**src/rtl/guess_engine.sv**
```systemverilog
// guess_engine -- sequencing controller for one round of Hangman.
//
// Latches the selected word and hint mask on load, reveals blanks and hinted
// letters with a six-cycle load scan, then accepts guesses over a valid/ready
// handshake. Each new letter is compared against the word one position per
// cycle. Misses are counted and the win/lost levels are raised.
//
// Build option: define REPEAT_PENALTY_EN to count a repeated letter as a miss.
// Without it, a repeat guess is accepted and produces no effect.
//
// Ports:
//   clk, reset              clock, synchronous active-high reset
//   load                    pulse: latch word/hint_mask, start a new round
//   word[29:0]              six 5-bit letter codes (31 = blank position)
//   hint_mask[25:0]         letters given as hints at load
//   guess_valid/ready       guess handshake; guess_letter sampled on accept
//   guess_letter[4:0]       guessed letter code (26..31 accepted, ignored)
//   revealed[5:0]           positions shown
//   guessed[25:0]           letters already used (guessed or hinted)
//   wrong_count[3:0]        misses so far
//   hit, miss               one-cycle result pulses
//   win_game, lost_game     round outcome levels
//   busy                    load scan, guess scan or result in progress
module guess_engine #(
  parameter int MAX_WRONG = 6
) (
  input  logic        clk,
  input  logic        reset,
  input  logic        load,
  input  logic [29:0] word,
  input  logic [25:0] hint_mask,
  input  logic        guess_valid,
  output logic        guess_ready,
  input  logic [4:0]  guess_letter,
  output logic [5:0]  revealed,
  output logic [25:0] guessed,
  output logic [3:0]  wrong_count,
  output logic        hit,
  output logic        miss,
  output logic        win_game,
  output logic        lost_game,
  output logic        busy
);

  typedef enum logic [2:0] {
    IDLE   = 3'd0,
    LSCAN  = 3'd1,
    WAIT   = 3'd2,
    GSCAN  = 3'd3,
    RESULT = 3'd4,
    OVER   = 3'd5
  } state_t;

  localparam logic [3:0] MAX_WRONG_4 = 4'(MAX_WRONG);

  state_t      state;
  logic [2:0]  index;
  logic [29:0] word_reg;
  logic [25:0] hint_reg;
  logic [4:0]  letter_reg;
  logic        match_reg;

  // Per-position codes; slots 6 and 7 read as blank so a 3-bit index is safe.
  logic [4:0] codes [8];
  genvar gi;
  generate
    for (gi = 0; gi < 6; gi++) begin : g_codes
      assign codes[gi] = word_reg[5*gi +: 5];
    end
  endgenerate
  assign codes[6] = 5'd31;
  assign codes[7] = 5'd31;

  logic [4:0]  cur_code;
  logic [5:0]  pos_bit;
  logic [31:0] hint_ext;
  logic [31:0] guessed_ext;
  logic [31:0] letter_onehot;
  logic        lscan_show;
  logic [5:0]  rev_lscan;
  logic        gscan_eq;
  logic        match_now;
  logic [3:0]  wrong_next;

  always_comb begin
    cur_code      = codes[index];
    pos_bit       = 6'd1 << index;
    hint_ext      = {6'd0, hint_reg};
    guessed_ext   = {6'd0, guessed};
    letter_onehot = 32'd1 << guess_letter;
    // Code 31 is a blank; codes 26..30 are never shown by a hint.
    lscan_show    = (cur_code == 5'd31) ||
                    ((cur_code < 5'd26) && hint_ext[cur_code]);
    rev_lscan     = lscan_show ? (revealed | pos_bit) : revealed;
    gscan_eq      = (cur_code == letter_reg);
    match_now     = match_reg | gscan_eq;
    // The miss pulse is live during RESULT and drives the counter update.
    wrong_next    = (miss && (wrong_count < MAX_WRONG_4)) ? wrong_count + 4'd1
                                                          : wrong_count;
  end

  assign guess_ready = (state == WAIT);
  assign busy        = (state == LSCAN) || (state == GSCAN) || (state == RESULT);

  always_ff @(posedge clk) begin
    if (reset) begin
      state       <= IDLE;
      index       <= 3'd0;
      word_reg    <= '0;
      hint_reg    <= '0;
      letter_reg  <= '0;
      match_reg   <= 1'b0;
      revealed    <= '0;
      guessed     <= '0;
      wrong_count <= '0;
      hit         <= 1'b0;
      miss        <= 1'b0;
      win_game    <= 1'b0;
      lost_game   <= 1'b0;
    end else if (load) begin
      // Load overrides everything, including an in-flight guess scan, so a
      // partially scanned guess never commits.
      state       <= LSCAN;
      index       <= 3'd0;
      word_reg    <= word;
      hint_reg    <= hint_mask;
      match_reg   <= 1'b0;
      revealed    <= '0;
      guessed     <= hint_mask;
      wrong_count <= '0;
      hit         <= 1'b0;
      miss        <= 1'b0;
      win_game    <= 1'b0;
      lost_game   <= 1'b0;
    end else begin
      hit  <= 1'b0;
      miss <= 1'b0;
      case (state)
        LSCAN: begin
          revealed <= rev_lscan;
          if (index == 3'd5) begin
            win_game <= &rev_lscan;
            state    <= (&rev_lscan) ? OVER : WAIT;
          end else begin
            index <= index + 3'd1;
          end
        end
        WAIT: begin
          if (guess_valid) begin
            if (guess_letter > 5'd25) begin
              state <= RESULT;
            end else if (guessed_ext[guess_letter]) begin
              state <= RESULT;
`ifdef REPEAT_PENALTY_EN
              miss  <= 1'b1;
`endif
            end else begin
              guessed    <= guessed | letter_onehot[25:0];
              letter_reg <= guess_letter;
              match_reg  <= 1'b0;
              index      <= 3'd0;
              state      <= GSCAN;
            end
          end
        end
        GSCAN: begin
          if (gscan_eq) begin
            revealed <= revealed | pos_bit;
          end
          match_reg <= match_now;
          if (index == 3'd5) begin
            hit   <= match_now;
            miss  <= ~match_now;
            state <= RESULT;
          end else begin
            index <= index + 3'd1;
          end
        end
        RESULT: begin
          wrong_count <= wrong_next;
          if (&revealed) begin
            win_game <= 1'b1;
            state    <= OVER;
          end else if (wrong_next == MAX_WRONG_4) begin
            lost_game <= 1'b1;
            state     <= OVER;
          end else begin
            state <= WAIT;
          end
        end
        IDLE:    state <= IDLE;
        OVER:    state <= OVER;
        default: state <= IDLE;
      endcase
    end
  end

endmodule

```
**config.mk**
```make
export PLATFORM = sky130hd
export DESIGN_NAME = guess_engine
export DESIGN_NICKNAME = d
export VERILOG_FILES = /design/src/rtl/guess_engine.sv
export SDC_FILE = /design/constraint.sdc
export NUM_CORES = 1
export LEC_CHECK = 0
export BUFFER_PORTS_ARGS = -buffer_cell sky130_fd_sc_hd__buf_2
export CAP_MARGIN = 40
export CORE_MARGIN = 10
export CORE_UTILIZATION = 60
export DETAILED_ROUTE_END_ITERATION = 7
export GPL_ROUTABILITY_DRIVEN = 0
export GPL_TIMING_DRIVEN = 0
export PLACE_DENSITY = 0.82
export SLEW_MARGIN = 40
export SYNTH_ARGS = -nofsm -noshare
export SYNTH_HDL_FRONTEND = slang
export SYNTH_SLANG_ARGS = --single-unit
```
**constraint.sdc**
```tcl
create_clock -name clk -period 7.7 [get_ports clk]
set_input_delay 0.385 -clock clk [delete_from_list [all_inputs] [get_ports clk]]
set_output_delay 0.385 -clock clk [all_outputs]
set_load 0.01 [all_outputs]
```
==> metrics.md <==
| Metric | Value |
|---|---|
| Status | `finished clean` |
| Mapped Cells | `a little under 600` |
| Clock Skew | `around 19 ps` |
| CP max FO | `10` |
| Max H-tree Level | `3` |
| Worst hold path type | `primary input to flip-flop` |
| CTS clk-pin slew, worst paths | `roughly 120 ps` |
| Worst skew pair latency | `about 380 ps` |
| Worst path max stage delay | `between 500 and 600 ps` |
| Peak VDD IR | `0.165 mV` |
| Max-Cap Viols | `0` |
| Gates resized, CTS repair | `0` |
| Number of synthesized flops with an enable pin | `0` |
| Initial antenna violation count | `0` |
| Most frequent cell on the critical path | `nand3_1` |
| Wirelength, routed | `roughly 15,000 um` |
| Drt first-iter violations | `roughly 380` |
| Core ar. | `between 0.008 and 0.009 mm^2` |
| Tmin final | `3520 ps` |
| CTS tree | `yes` |
| Total inserted antenna cells | `0` |
| Initial Util | `0.616` |
| Most numerous cell in the Yosys netlist | `dfxtp_1` |
| Final instance area | `0.00622 mm^2` |
| Register area share after synthesis | `0.402` |
| Pleak | `about 2.7 nW` |
| First-pass GRT wire length | `24,600 um` |
| Layout cells sized above 1 | `0.207` |
| Slew @ Worst Pin | `807 ps` |
| Hold Fails Final Rpt | `0` |
| Worst path required time | `roughly 8000 ps` |
| Netlist cell types | `58` |
| Avg Cell Area, Syn | `9.14 um^2` |
| Top cells by area, synth | `dfxtp_1 40%, mux2i_1 16%, nor2_1 6.1%, mux4_2 2.5%, o22ai_1 2.2%` |
| Worst slew margin | `0.462` |
| Post-synth top cells | `108 x dfxtp_1, 88 x mux2i_1, 87 x nor2_1, 31 x nand2_1, 24 x clkbuf_1` |
| Num Clock Sinks | `roughly 110` |
| Clock Path Buffers | `2` |
| PortBufs | `~110` |
| All-Layer GR Usage | `0.229` |
| PwrDens | `roughly 180 mW/mm^2` |
| # DRC | `0` |
| DR WL/cell | `roughly 19 um` |
| Endpoints failing setup | `0` |
| Largest net degree at the start of global routing | `20` |
| RSZ-0062 raised after global routing | `no` |
| TNS Setup | `0 ps` |
| Layout Nets | `between 700 and 800` |
| # rows | `34` |
| FILL cells | `roughly 700` |
| CP max stage cell | `o22ai_1` |
| Max Transition Viols Final | `0` |
| Period Utilization, post-route | `0.458` |
| Full die area | `0.0131 mm^2` |
| Final core utilization | `0.714` |
| CTS root buffer | `clkbuf_8` |
| DP HPWL | `12,100 um` |
| Die X | `about 110 um` |
| Post-synth net total | `about 660` |
| Fmax | `roughly 280 MHz` |
| Synth area leader | `dfxtp_1` |
| Die Y-Extent | `115 um` |
| Max FFs per register | `30` |
| Number of global-route vias before repair | `between 5k and 6k` |
| First-pass detailed-route iteration total | `5` |
| Io pins | `approximately 110` |
| WP buf/inv | `1` |
| Synthesized area | `about 0.0054 mm^2` |
| Via density per instance | `a little over 6` |
| Area growth, synth to finish | `15.8%` |
| Cts hold-fix bufs | `0` |
| Post-synth top flop | `dfxtp_1` |
| Setup CP Type | `flip-flop to flip-flop` |
| CTS buffer count | `9` |
| Crit-path cells | `buf_2 -> mux2_2 -> o22ai_1 -> nand3_1 -> o31a_1 -> a41oi_1 -> a31oi_1 -> o31ai_1 -> nand3_1 -> o221a_2` |
| Setup Buffers After CTS | `0` |
| Top-area cell type share of the netlist area | `0.402` |
| Dpl cell area | `0.00604 mm^2` |
| Via count | `a little under 5k` |
| Antenna-violating nets left | `0` |
| #FFs+latches synth | `between 100 and 150` |
| Asr flop ratio synth | `0` |
| CP top delay family | `compound AO/OA/AOI/OAI gates` |
| Warnings from Yosys | `0` |
| GRT overflow | `0` |
| Arr. time, crit path | `3800 ps` |
| Startpoint types | `flip-flop` |
| CP endpoint kind | `flip-flop` |
==> per-layer routing <==
layer / vias to the layer above / track usage / share of wire
met5: - / 0 / 0
met4: 0 / 0.0618 / 0.017
met3: 32 / 0.0577 / 0.085
met2: 223 / 0.377 / 0.48
met1: 2359 / 0.290 / 0.42
li1: 2356 / - / -
==> cell usage in the layout (no fill, tap or decap), types with 6 or more instances in the layout <==
master	Yosys	routed
mux4_2	6	6
nor3_1	17	17
a31oi_1	10	10
or3_1	7	7
o21ai_0	14	14
o22ai_1	19	19
buf_2	3	108
clkbuf_1	24	25
nor2b_1	7	7
clkbuf_8	0	9
nand3_1	18	18
xor2_1	6	6
buf_1	7	7
a21oi_1	20	20
nand2_1	31	31
nand2b_1	14	14
inv_1	13	13
dfxtp_1	108	108
ha_1	6	6
nor2_1	87	87
mux2i_1	88	88
nor3b_1	7	7
==> per-stage QoR <==
stage          setup WS [ps]  hold slack [ps]  std cells  total power [W]
3_5_place_dp            4230              441        801         0.000783
5_1_grt                 4040              248        818          0.00115
6_report                4180              237        818          0.00111
4_1_cts                 4280              235        817          0.00111
2_1_floorplan           4860              422        588         0.000719
3_3_place_gp            4280              440        801         0.000777
==> path summary, 6_finish.rpt <==
kind | cells after the start | endpoint | start | slack [ps]
setup reg to reg | 10 | win_game$_SDFFE_PP0P_ | index[0]$_SDFFE_PP0P_ | 4180
hold / removal | 3 | word_reg[20]$_SDFFE_PP0P_ | word[20] | 240
hold reg to reg | 1 | miss$_SDFF_PP0_ | match_reg$_SDFFE_PP0P_ | 450
setup / recovery | 10 | win_game$_SDFFE_PP0P_ | index[0]$_SDFFE_PP0P_ | 4180
==> logic make-up after synthesis <==
kind of cell,after synthesis,synth area share
AND/OR/NAND/NOR,212,0.190
flip-flops,108,0.402
AO/OA/AOI/OAI,103,0.129
multiplexers,102,0.214
buffers and inverters,49,0.0377
XOR/XNOR,8,0.0130
adder cells (fa/ha/maj),6,0.0140
==> power breakdown <==
group | internal, W | leakage (nW) | total (W) | switching [W]
Sequential | 0.000585 | 0.887 | 0.000603 | 0.0000186
Combinational | 0.0000756 | 1.72 | 0.000171 | 0.0000955
Clock | 0.000125 | 0.0909 | 0.000339 | 0.000214
==> cell type report <==
class | count | area (um^2) | area share
Inverter | 13 | 48.8 | 0.00784
Clock inverter | 6 | 56.3 | 0.00905
Clock buffer | 10 | 128 | 0.0205
Timing Repair Buffer | 106 | 531 | 0.0852
Sequential cell | 108 | 2160 | 0.347
Multi-Input combinational cell | 431 | 3010 | 0.484
Buffer | 36 | 154 | 0.0247
Tap cell | 108 | 135 | 0.0217
==> worst min-delay path, stage by stage <==
cell     delay [ps]
buf_2            70
mux2i_1          50
nor2_1           70
No activity file was read; power rests on OpenSTA's default activity.
